File: src/rtl/propose_sequencer.sv
`default_nettype none
// ============================================================================
// Module   : propose_sequencer
// Purpose  : Walks the integer/continuous proposal datapath over every integer
//            variable in turn. Per variable: pulse datapath resets, enable the
//            reducers, then the segment selector, for fixed dwell windows, and
//            capture the chosen segment type/weight. A maximal-length 8-bit
//            LFSR supplies the per-iteration selector seed.
// Ports    : in_clock/in_reset      clock, async active-low reset
//            in_start/in_abort      run control from sampler FSM
//            in_seed                initial LFSR seed (latched on start)
//            in_segment_type/weight selector result
//            out_reset_*/out_enable_* datapath controls
//            out_seed_select, out_variable_index per-iteration datapath inputs
//            out_sample_*           captured result (valid pulse + data)
//            out_weight_sum         saturating per-run weight sum
//            out_busy/out_done      run status
// Revision : 1.0  initial release
// ============================================================================
module propose_sequencer #(
  parameter int NUM_VARIABLES = 4,
  parameter int INDEX_WIDTH   = 2,
  parameter int REDUCE_CYCLES = 2,
  parameter int SELECT_CYCLES = 3
) (
  input  logic                   in_clock,
  input  logic                   in_reset,
  input  logic                   in_start,
  input  logic                   in_abort,
  input  logic [7:0]             in_seed,
  input  logic [1:0]             in_segment_type,
  input  logic [7:0]             in_segment_weight,
  output logic                   out_reset_reduce,
  output logic                   out_enable_reduce,
  output logic                   out_reset_select,
  output logic                   out_enable_select,
  output logic [7:0]             out_seed_select,
  output logic [INDEX_WIDTH-1:0] out_variable_index,
  output logic                   out_sample_valid,
  output logic [1:0]             out_sample_type,
  output logic [7:0]             out_sample_weight,
  output logic [15:0]            out_weight_sum,
  output logic                   out_busy,
  output logic                   out_done
);

  localparam logic [2:0] S_IDLE    = 3'd0;
  localparam logic [2:0] S_CLEAR   = 3'd1;
  localparam logic [2:0] S_REDUCE  = 3'd2;
  localparam logic [2:0] S_SELECT  = 3'd3;
  localparam logic [2:0] S_CAPTURE = 3'd4;
  localparam logic [2:0] S_DONE    = 3'd5;

  // Dwell counter only ever holds (cycles-1), so clog2(max cycles) bits suffice.
  localparam int CNT_MAX = (REDUCE_CYCLES > SELECT_CYCLES) ? REDUCE_CYCLES : SELECT_CYCLES;
  localparam int CNT_W   = (CNT_MAX > 1) ? $clog2(CNT_MAX) : 1;

  localparam logic [CNT_W-1:0]       C_RED_LOAD = CNT_W'(REDUCE_CYCLES - 1);
  localparam logic [CNT_W-1:0]       C_SEL_LOAD = CNT_W'(SELECT_CYCLES - 1);
  localparam logic [CNT_W-1:0]       C_CNT_ONE  = CNT_W'(1);
  localparam logic [INDEX_WIDTH-1:0] C_LAST_IDX = INDEX_WIDTH'(NUM_VARIABLES - 1);
  localparam logic [INDEX_WIDTH-1:0] C_IDX_ONE  = INDEX_WIDTH'(1);

  // Core state
  logic [2:0]             state_q, state_d;
  logic [CNT_W-1:0]       cnt_q, cnt_d;
  logic [7:0]             lfsr_q, lfsr_d;
  logic [INDEX_WIDTH-1:0] idx_q, idx_d;
  logic [15:0]            sum_q, sum_d;
  logic [1:0]             type_q, type_d;
  logic [7:0]             weight_q, weight_d;

  // Registered Moore outputs (decoded from next state so they line up with it)
  logic                   rst_red_q, en_red_q, rst_sel_q, en_sel_q;
  logic                   valid_q, done_q, busy_q;
  logic [7:0]             seed_q;

  logic [16:0]            w_sum_ext;
  logic                   w_in_iter;

  assign w_sum_ext = {1'b0, sum_q} + {9'd0, in_segment_weight};

  always_comb begin
    state_d  = state_q;
    cnt_d    = cnt_q;
    lfsr_d   = lfsr_q;
    idx_d    = idx_q;
    sum_d    = sum_q;
    type_d   = type_q;
    weight_d = weight_q;

    case (state_q)
      S_IDLE: begin
        // Simultaneous start and abort in IDLE is treated as no start.
        if (in_start && !in_abort) begin
          lfsr_d  = (in_seed == 8'h00) ? 8'h01 : in_seed;
          idx_d   = '0;
          sum_d   = '0;
          state_d = S_CLEAR;
        end
      end
      S_CLEAR: begin
        cnt_d   = C_RED_LOAD;
        state_d = S_REDUCE;
      end
      S_REDUCE: begin
        if (cnt_q == '0) begin
          cnt_d   = C_SEL_LOAD;
          state_d = S_SELECT;
        end else begin
          cnt_d = cnt_q - C_CNT_ONE;
        end
      end
      S_SELECT: begin
        if (cnt_q == '0) begin
          // Capture happens on the edge entering CAPTURE so the sample and
          // the updated sum are visible together with the valid pulse.
          type_d   = in_segment_type;
          weight_d = in_segment_weight;
          sum_d    = w_sum_ext[16] ? 16'hFFFF : w_sum_ext[15:0];
          state_d  = S_CAPTURE;
        end else begin
          cnt_d = cnt_q - C_CNT_ONE;
        end
      end
      S_CAPTURE: begin
        if (idx_q == C_LAST_IDX) begin
          state_d = S_DONE;
        end else begin
          idx_d   = idx_q + C_IDX_ONE;
          lfsr_d  = {lfsr_q[6:0], lfsr_q[7] ^ lfsr_q[5] ^ lfsr_q[4] ^ lfsr_q[3]};
          state_d = S_CLEAR;
        end
      end
      S_DONE: begin
        state_d = S_IDLE;
      end
      default: begin
        state_d = S_IDLE;
      end
    endcase

    // Abort overrides everything: the interrupted iteration leaves no trace,
    // so all data registers keep their pre-abort values.
    if (state_q != S_IDLE && in_abort) begin
      state_d  = S_IDLE;
      cnt_d    = cnt_q;
      lfsr_d   = lfsr_q;
      idx_d    = idx_q;
      sum_d    = sum_q;
      type_d   = type_q;
      weight_d = weight_q;
    end
  end

  assign w_in_iter = (state_d == S_CLEAR) || (state_d == S_REDUCE) ||
                     (state_d == S_SELECT) || (state_d == S_CAPTURE);

  always_ff @(posedge in_clock or negedge in_reset) begin
    if (!in_reset) begin
      state_q   <= S_IDLE;
      cnt_q     <= '0;
      lfsr_q    <= 8'h01;
      idx_q     <= '0;
      sum_q     <= '0;
      type_q    <= '0;
      weight_q  <= '0;
      rst_red_q <= 1'b0;
      en_red_q  <= 1'b0;
      rst_sel_q <= 1'b0;
      en_sel_q  <= 1'b0;
      valid_q   <= 1'b0;
      done_q    <= 1'b0;
      busy_q    <= 1'b0;
      seed_q    <= '0;
    end else begin
      state_q   <= state_d;
      cnt_q     <= cnt_d;
      lfsr_q    <= lfsr_d;
      idx_q     <= idx_d;
      sum_q     <= sum_d;
      type_q    <= type_d;
      weight_q  <= weight_d;
      rst_red_q <= (state_d == S_CLEAR);
      en_red_q  <= (state_d == S_REDUCE) || (state_d == S_SELECT) || (state_d == S_CAPTURE);
      rst_sel_q <= (state_d == S_CLEAR);
      en_sel_q  <= (state_d == S_SELECT);
      valid_q   <= (state_d == S_CAPTURE);
      done_q    <= (state_d == S_DONE);
      busy_q    <= (state_d != S_IDLE);
      // Seed is only presented while an iteration is in flight.
      seed_q    <= w_in_iter ? lfsr_d : 8'h00;
    end
  end

  assign out_reset_reduce   = rst_red_q;
  assign out_enable_reduce  = en_red_q;
  assign out_reset_select   = rst_sel_q;
  assign out_enable_select  = en_sel_q;
  assign out_seed_select    = seed_q;
  assign out_variable_index = idx_q;
  assign out_sample_valid   = valid_q;
  assign out_sample_type    = type_q;
  assign out_sample_weight  = weight_q;
  assign out_weight_sum     = sum_q;
  assign out_busy           = busy_q;
  assign out_done           = done_q;

endmodule
`default_nettype wire
File: config.mk
export PLATFORM = sky130hd
export DESIGN_NAME = propose_sequencer
export DESIGN_NICKNAME = d
export VERILOG_FILES = /design/src/rtl/propose_sequencer.sv
export SDC_FILE = /design/constraint.sdc
export NUM_CORES = 1
export LEC_CHECK = 0
export ABC_AREA = 1
export ABC_CLOCK_PERIOD_IN_PS = 2000
export CAP_MARGIN = 10
export CORE_MARGIN = 5
export CORE_UTILIZATION = 51
export DETAILED_ROUTE_END_ITERATION = 10
export GPL_TIMING_DRIVEN = 0
export PLACE_DENSITY_LB_ADDON = 0.3
export SLEW_MARGIN = 20
export SYNTH_ARGS = -nofsm -noshare
export SYNTH_HDL_FRONTEND = slang
export SYNTH_SLANG_ARGS = --single-unit
File: constraint.sdc
create_clock -name in_clock -period 2 [get_ports in_clock]
set_clock_uncertainty 0.05 [all_clocks]
set_input_delay 0.6 -clock in_clock [delete_from_list [all_inputs] [get_ports in_clock]]
set_output_delay 0.6 -clock in_clock [all_outputs]
set_load 0.02 [all_outputs]
==> summary.md, run 1 <==
* 51.97% — Initial Utilization
* 2,849 — via count of the first global-routing pass
* out_weight_sum[0] — beginning of the worst register-to-register path
* 3040 µm² — total standard cell area after synthesis
* 143 — first-iteration detailed-routing DRC count
* 28 — Placement Rows
* -898.0 ps — worst slack after detailed placement
* 4.257% — GR met3 Demand/Resource
* 0 — number of antenna violations at the first check in global routing
* 29 — count of cell types in the netlist
* register — category of the worst setup path launch point
* 33.99% — area added between synthesis and finish
* 500.4 MHz — achievable clock frequency
* complete, no violations — outcome
* 0 — Final Hold Viols
* 0 — Pins Over Slew Limit
* 87.21 µm — Die Wd
* 14.23% — proportion of layout cells with a drive suffix above 1
* 0 — diode insertion count for antenna repair
* ha_4, fa_2, nand2_2, nand2_2, nand4_1, nand2_2, nand3b_1, buf_6, nand3_1, nand2_1, nand2_1 — cells along the critical path
* 5 — number of buffers inserted during clock tree synthesis
* 100 ps — clock transition at the registers of the reported paths
* 4 — number of iterations in the first detailed-routing pass
* 525 — count of nets after finishing
* 55 — clk sink count
* 1.407 ps — Worst Setup Slack, final
* 275.7 ps — final hold slack
* sky130_fd_sc_hd__nand2_2 — cell mode on critical path
* 87.21 µm — Die H
* built — clock tree from TritonCTS
* 2160 ps — data required time at the worst endpoint
* 2,823 — total number of vias
* 408 — cells after synthesis
* 440 ps — peak per-stage delay on the critical path
* 5320 µm — post-detail-place hpwl
* input port to asynchronous set/reset pin — class of the worst hold path
* 12,570 µm — wire length of the first global-routing pass
* 35.96% — global-route met2 utilization
* 0.9107 — routability congestion estimate from global placement
* 44.44% — share of the synthesized area in the top cell type
* out_weight_sum[15] — reg2reg end
* 4 — largest fanout on the critical path
* 0 — max-cap violations
* 0 — total gr overflow
* sky130_fd_sc_hd__dfrtp_1 — library cell with the largest summed area after synthesis
* 0 — residual antenna-violating net count after detailed routing
* 0.0006526 V — worst voltage drop across the vdd grid
* 1 ps — internal reg-to-reg setup slack
* 45.31% — fraction of the yosys area taken by sequential cells
* 99.93% — Period Utilization, post-route
* 2 — depth of the CTS H-tree
* yes — RSZ-0062 raised after global routing
* 25.33% — global-route met1 utilization
* 53.20% — worst max-slew margin expressed relative to the limit
* 701.9 ps — actual slew at the worst max-slew pin
* 4.979 — Vias per Instance
* 20.55% — Global Route Usage Sum
* 2.281 nW — static leakage
* 310 ps — clock insertion delay at the later pin of the skew report
* 7606 µm² — area of the die
* 56 — maximum number of pins on one net before global-route repair
* 0 — number of synthesis warnings
* sky130_fd_sc_hd__dfrtp_1 — standard cell with the maximum stage delay on the critical path
* 55 — post-synthesis register bit count
* 1999 ps — fin crit period
* 442 — Post-Synthesis Net Count
* 2160 ps — data arrival time of the worst path
* sky130_fd_sc_hd__dfrtp_1 (44%), sky130_fd_sc_hd__nand2_1 (19%), sky130_fd_sc_hd__inv_1 (6.8%) — leading post-synthesis cells by cell area
* 2 — buffer levels on the longest clock path
* 1177 nW/µm² — power density over the cells
* 5851 µm² — placeable core region
* 64 — PortBufs
* 7.452 µm² — Syn Area/Cell
* 0 — number of setup violations in the final report
* register to register — Critical Setup Path Class
* sky130_fd_sc_hd__clkbuf_8 — clock tree root buffer cell
* 7645 µm — Routed WL
* 0 — DRC violation count after routing
* register — Critical Path Sink Type
* 13.48 µm — Routed wire per std cell
* 65 — top-level port count
* met2 — most crowded layer after global routing
* 11 — worst-case reg-to-reg path depth
## what timing repair did
action | in CTS | in global routing
hold buffers | 0 | 0
pin swaps | 9 | 12
endpoints found under the setup margin | 28 | 32
gates resized for setup | 52 | 25
buffers inserted | 9 | 3
## layer usage
layer / vias up / routed length (µm)
li1: 1436 / -
met1: 1298 / 3381
met2: 73 / 3772
met3: 16 / 375
met4: 0 / 116
met5: - / 0
## flip-flops by register name, summed over array words and instances (netlist names)
| register | flops |
|---|---|
| cnt_q | 2 |
| lfsr_q | 8 |
| out_busy | 1 |
| out_done | 1 |
| out_enable_reduce | 1 |
| out_enable_select | 1 |
| out_reset_select | 1 |
| out_sample_type | 2 |
| out_sample_valid | 1 |
| out_sample_weight | 8 |
| out_seed_select | 8 |
| out_variable_index | 2 |
| out_weight_sum | 16 |
| state_q | 3 |
## area by class of cell
class | instances | area, µm²
Clock inverter | 1 | 8.758
Tap cell | 75 | 93.84
Buffer | 6 | 36.28
Multi-Input combinational cell | 288 | 1541
Inverter | 59 | 221.5
Sequential cell | 55 | 1378
Clock buffer | 7 | 86.33
Fill cell | 472 | 1777
Timing Repair Buffer | 76 | 708.2
## synthesized netlist by cell type (all sizes together)
cell type and number:
and2 1, a21oi 7, o21ai 34, or2 2
nand3 20, nand2 161, nand3b 3, nor2 30
inv 59, dfrtp 54, nor3 3, dfstp 1
fa 1, xor2 4, nand4 3, buf 3
clkbuf 3, ha 11, xnor2 3, o22ai 3
o21bai 2
## cell usage in the layout (no fill, tap or decap), types with 2 or more instances in the layout
master,n
sky130_fd_sc_hd__a21oi_1,5
sky130_fd_sc_hd__a21oi_2,2
sky130_fd_sc_hd__buf_4,14
sky130_fd_sc_hd__buf_6,2
sky130_fd_sc_hd__clkbuf_1,2
sky130_fd_sc_hd__clkbuf_2,3
sky130_fd_sc_hd__clkbuf_8,6
sky130_fd_sc_hd__clkdlybuf4s50_1,35
sky130_fd_sc_hd__dfrtp_1,54
sky130_fd_sc_hd__dlygate4sd2_1,22
sky130_fd_sc_hd__dlymetal6s2s_1,4
sky130_fd_sc_hd__ha_1,5
sky130_fd_sc_hd__ha_4,6
sky130_fd_sc_hd__inv_1,55
sky130_fd_sc_hd__inv_2,4
sky130_fd_sc_hd__nand2_1,149
sky130_fd_sc_hd__nand2_2,11
sky130_fd_sc_hd__nand3_1,17
sky130_fd_sc_hd__nand3_2,3
sky130_fd_sc_hd__nand3b_1,3
sky130_fd_sc_hd__nand4_1,3
sky130_fd_sc_hd__nor2_1,22
sky130_fd_sc_hd__nor2_2,4
sky130_fd_sc_hd__nor2_4,4
sky130_fd_sc_hd__nor3_1,2
sky130_fd_sc_hd__o21ai_0,17
sky130_fd_sc_hd__o21ai_1,15
sky130_fd_sc_hd__o21ai_2,2
sky130_fd_sc_hd__o22ai_1,3
sky130_fd_sc_hd__or2_2,2
sky130_fd_sc_hd__xnor2_1,3
sky130_fd_sc_hd__xor2_1,4
## cells by family after synthesis
logic type,Yosys count,synth area share [%]
AOI/OAI and AO/OA,46,7.860
and+or+nand+nor,223,31.23
DFF,55,45.31
buffers and inverters,65,8.395
xor gates and xnor gates,7,2.017
adders and majority gates,12,5.185
## per-stage QoR
| stage | util (%) | cells | TNS [ps] | area, µm² | power, mW |
|---|---|---|---|---|---|
| after CTS | 68.58 | 564 | 0 | 4013 | 4.735 |
| after global placement | 64.56 | 547 | -91560 | 3777 | 3.935 |
| final | 69.63 | 567 | 0 | 4074 | 4.795 |
| after floorplan | - | 408 | -22.41 | 3043 | 3.109 |
| after detailed placement | 64.52 | 547 | -16840 | 3775 | 3.995 |
| after global routing | 69.63 | 567 | -562.2 | 4074 | 5.141 |
## where the power goes
part | internal [mW] | total [mW] | switching [mW]
combinational | 0.978 | 2.45 | 1.47
clock | 0.285 | 0.656 | 0.371
sequential | 1.46 | 1.69 | 0.232
total | 2.72 | 4.79 | 2.07
## how the worst max path moves through the flow
stage          slack, ps                  from                  to  depth (start not counted)
2_1_floorplan        -10  in_segment_weight[0]   out_weight_sum[9]                         10
3_5_place_dp        -900  in_segment_weight[7]   out_weight_sum[3]                         10
3_3_place_gp       -1390              in_reset  out_seed_select[5]                          1
4_1_cts                3  in_segment_weight[0]   out_weight_sum[9]                         12
5_1_grt              -90  in_segment_weight[5]  out_weight_sum[13]                         11
6_report               1     out_weight_sum[0]  out_weight_sum[15]                         11
## critical path, delay by kind of cell (launching register included)
kind	cells	cell delay, ps
adders and majority gates	2	520
buffers and inverters	1	140
DFF	1	440
and+or+nand+nor	8	740
No activity file was read; power rests on OpenSTA's default activity.
==> inputs of run 2 (changes only) <==
- ABC_CLOCK_PERIOD_IN_PS: 2000 -> not set
- SETUP_SLACK_MARGIN: not set -> 0.1
==> run 2 against run 1 <==
Routed wire length shrank 1.2%. Via count rose by 3.1%. Worst setup slack improved by 24 ps. First-iteration DRC count decreased by 29%. Maximum frequency is 1.2% higher. Sequential share of layout area shrank 0.083 points. Global-route usage shrank 0.057 points. Cell count decreased by 0.35%. Non-clock buffer count shrank 2. Critical path type is now input port to register.
==> summary.md, run 2 (synthesized netlist as in run 1, its figures left out) <==
* complete, no violations — outcome
* 87.21 µm — Die H
* 100 ps — clock transition at the registers of the reported paths
* 65 — top-level port count
* 5.150 — Vias per Instance
* dlygate4sd2_1, ha_4, nand2_1, inv_1, nand4_1, nand2_2, nand2_2, nor2_4, o21ai_1, nand2_1 — cells along the critical path
* 703.0 ps — actual slew at the worst max-slew pin
* 2.431 nW — static leakage
* 1151 nW/µm² — power density over the cells
* 64 — PortBufs
* 2180 ps — data arrival time of the worst path
* 101 — first-iteration detailed-routing DRC count
* sky130_fd_sc_hd__nand2_1 — most common cell after layout, fill and taps aside
* 2,818 — via count of the first global-routing pass
* 8 — largest fanout on the critical path
* 34.44% — area added between synthesis and finish
* 0 — number of setup violations in the final report
* 0 — total gr overflow
* 0 — DRC violation count after routing
* 55 — clk sink count
* yes — RSZ-0062 raised after global routing
* input port to register — Critical Setup Path Class
* 1975 ps — fin crit period
* 4.704 mW — total power
* sky130_fd_sc_hd__ha_4 — standard cell with the maximum stage delay on the critical path
* 53.14% — worst max-slew margin expressed relative to the limit
* 310 ps — peak per-stage delay on the critical path
* 15.51% — proportion of layout cells with a drive suffix above 1
* 2 — buffer levels on the longest clock path
* 0 — number of hold buffers added after CTS
* 3790 µm² — total placed instance area
* 0.0005635 V — worst voltage drop across the vdd grid
* 0 — Pins Over Slew Limit
* 0 — max-cap violations
* 5 — number of buffers inserted during clock tree synthesis
* sky130_fd_sc_hd__nand2_1 (152), sky130_fd_sc_hd__inv_1 (53), sky130_fd_sc_hd__dfrtp_1 (53), sky130_fd_sc_hd__dlygate4sd2_1 (40), sky130_fd_sc_hd__nor2_1 (22) — commonest non-fill, non-tap cells in the layout
* register — Critical Path Sink Type
* 7554 µm — Routed WL
* 28 — Placement Rows
* 7606 µm² — area of the die
* 13.37 µm — Routed wire per std cell
* 51.97% — Initial Utilization
* 4 — number of iterations in the first detailed-routing pass
* 2,910 — total number of vias
* 56 — maximum number of pins on one net before global-route repair
* 2210 ps — data required time at the worst endpoint
* input port — category of the worst setup path launch point
* 98.75% — Period Utilization, post-route
* 0 — residual antenna-violating net count after detailed routing
* built — clock tree from TritonCTS
* 5394 µm — post-detail-place hpwl
* 4088 µm² — final instance area
* 5851 µm² — placeable core region
* 20.49% — Global Route Usage Sum
* 523 — count of nets after finishing
* 16 — number of flip-flops under the largest register name
* 2 — depth of the CTS H-tree
* 506.4 MHz — achievable clock frequency
* 310 ps — clock insertion delay at the later pin of the skew report
* 0 — diode insertion count for antenna repair
* 0 — Final Hold Viols
* 0.8943 — routability congestion estimate from global placement
* sky130_fd_sc_hd__clkbuf_8 — clock tree root buffer cell
* input port to asynchronous set/reset pin — class of the worst hold path
* 87.21 µm — Die Wd
* 0 — number of antenna violations at the first check in global routing
* 12,500 µm — wire length of the first global-routing pass
## run 2: cell count changes in the layout (fill, tap and decap cells not counted), moves of 2 or more
| cell | previous run | this run |
|---|---|---|
| sky130_fd_sc_hd__inv_2 | 4 | 6 |
| sky130_fd_sc_hd__nand3_2 | 3 | 5 |
| sky130_fd_sc_hd__o21ai_0 | 17 | 19 |
| sky130_fd_sc_hd__buf_4 | 14 | 10 |
| sky130_fd_sc_hd__inv_1 | 55 | 53 |
| sky130_fd_sc_hd__clkdlybuf4s50_1 | 35 | 10 |
| sky130_fd_sc_hd__o21ai_1 | 15 | 9 |
| sky130_fd_sc_hd__nand2_1 | 149 | 152 |
| sky130_fd_sc_hd__nand2_2 | 11 | 8 |
| sky130_fd_sc_hd__dlygate4sd2_1 | 22 | 40 |
| sky130_fd_sc_hd__o21ai_2 | 2 | 6 |
| sky130_fd_sc_hd__dlymetal6s2s_1 | 4 | 10 |
| sky130_fd_sc_hd__nand3_1 | 17 | 15 |
## run 2: path summary, 6_finish.rpt
path,startpoint,depth (start not counted),slack (ps),end
setup reg to reg,out_weight_sum[0],11,80,out_weight_sum[11]
min in group in_clock,out_sample_weight[5],2,430,out_sample_weight[5]
max in group asynchronous,in_reset,1,1150,out_weight_sum[8]
hold / removal,in_reset,1,270,out_weight_sum[13]
hold reg to reg,out_sample_weight[5],2,430,out_sample_weight[5]
setup / recovery,in_segment_weight[4],10,30,out_weight_sum[1]
## run 2: repair_timing
item,4_1_cts,5_1_grt
pin swaps,12,6
endpoints found under the setup margin,57,43
gates cloned,0,1
setup buffers,5,4
resized for setup,62,34
## run 2: critical path, delay by kind of cell
kind / cells / cell delay (ps)
AOI/OAI and AO/OA: 1 / 100
buffers and inverters: 2 / 370
and+or+nand+nor: 6 / 790
adders and majority gates: 1 / 310
## run 2: power by group
part / internal [mW] / total (mW) / switching (mW)
combinational: 0.895 / 2.36 / 1.46
clock: 0.284 / 0.665 / 0.381
sequential: 1.46 / 1.68 / 0.223
## run 2: layout make-up
type                       instances  area [µm²]
sequential                        55        1379
multi-input combinational        288        1572
buffer                             6       43.79
timing repair buffer              74       679.4
tap                               75       93.84
clock inverter                     2       16.27
clock buffer                       6       82.58
fill                             505        1763
inverter                          59       221.5
## run 2: routing by layer
layer | GRT usage (%) | up-vias | part of all wire [%]
met5 | 0 | - | 0
met4 | 6.276 | 0 | 1.9
met3 | 3.500 | 15 | 5.0
met2 | 35.13 | 83 | 50
met1 | 26.47 | 1375 | 44
li1 | - | 1437 | -
## run 2: per-stage QoR
step / worst slack (ps) / util [%] / std cells / hold slack (ps) / setup TNS, ps
floorplan: 33.26 / - / 408 / 254.4 / 0
global placement: -1365 / 64.82 / 547 / 424.7 / -88640
detailed placement: -750.9 / 64.78 / 547 / 438.5 / -15140
CTS: 78.77 / 67.69 / 560 / 307.2 / 0
global route: -75.87 / 69.87 / 565 / 340.6 / -513.0
finish: 25.10 / 69.87 / 565 / 267.3 / 0
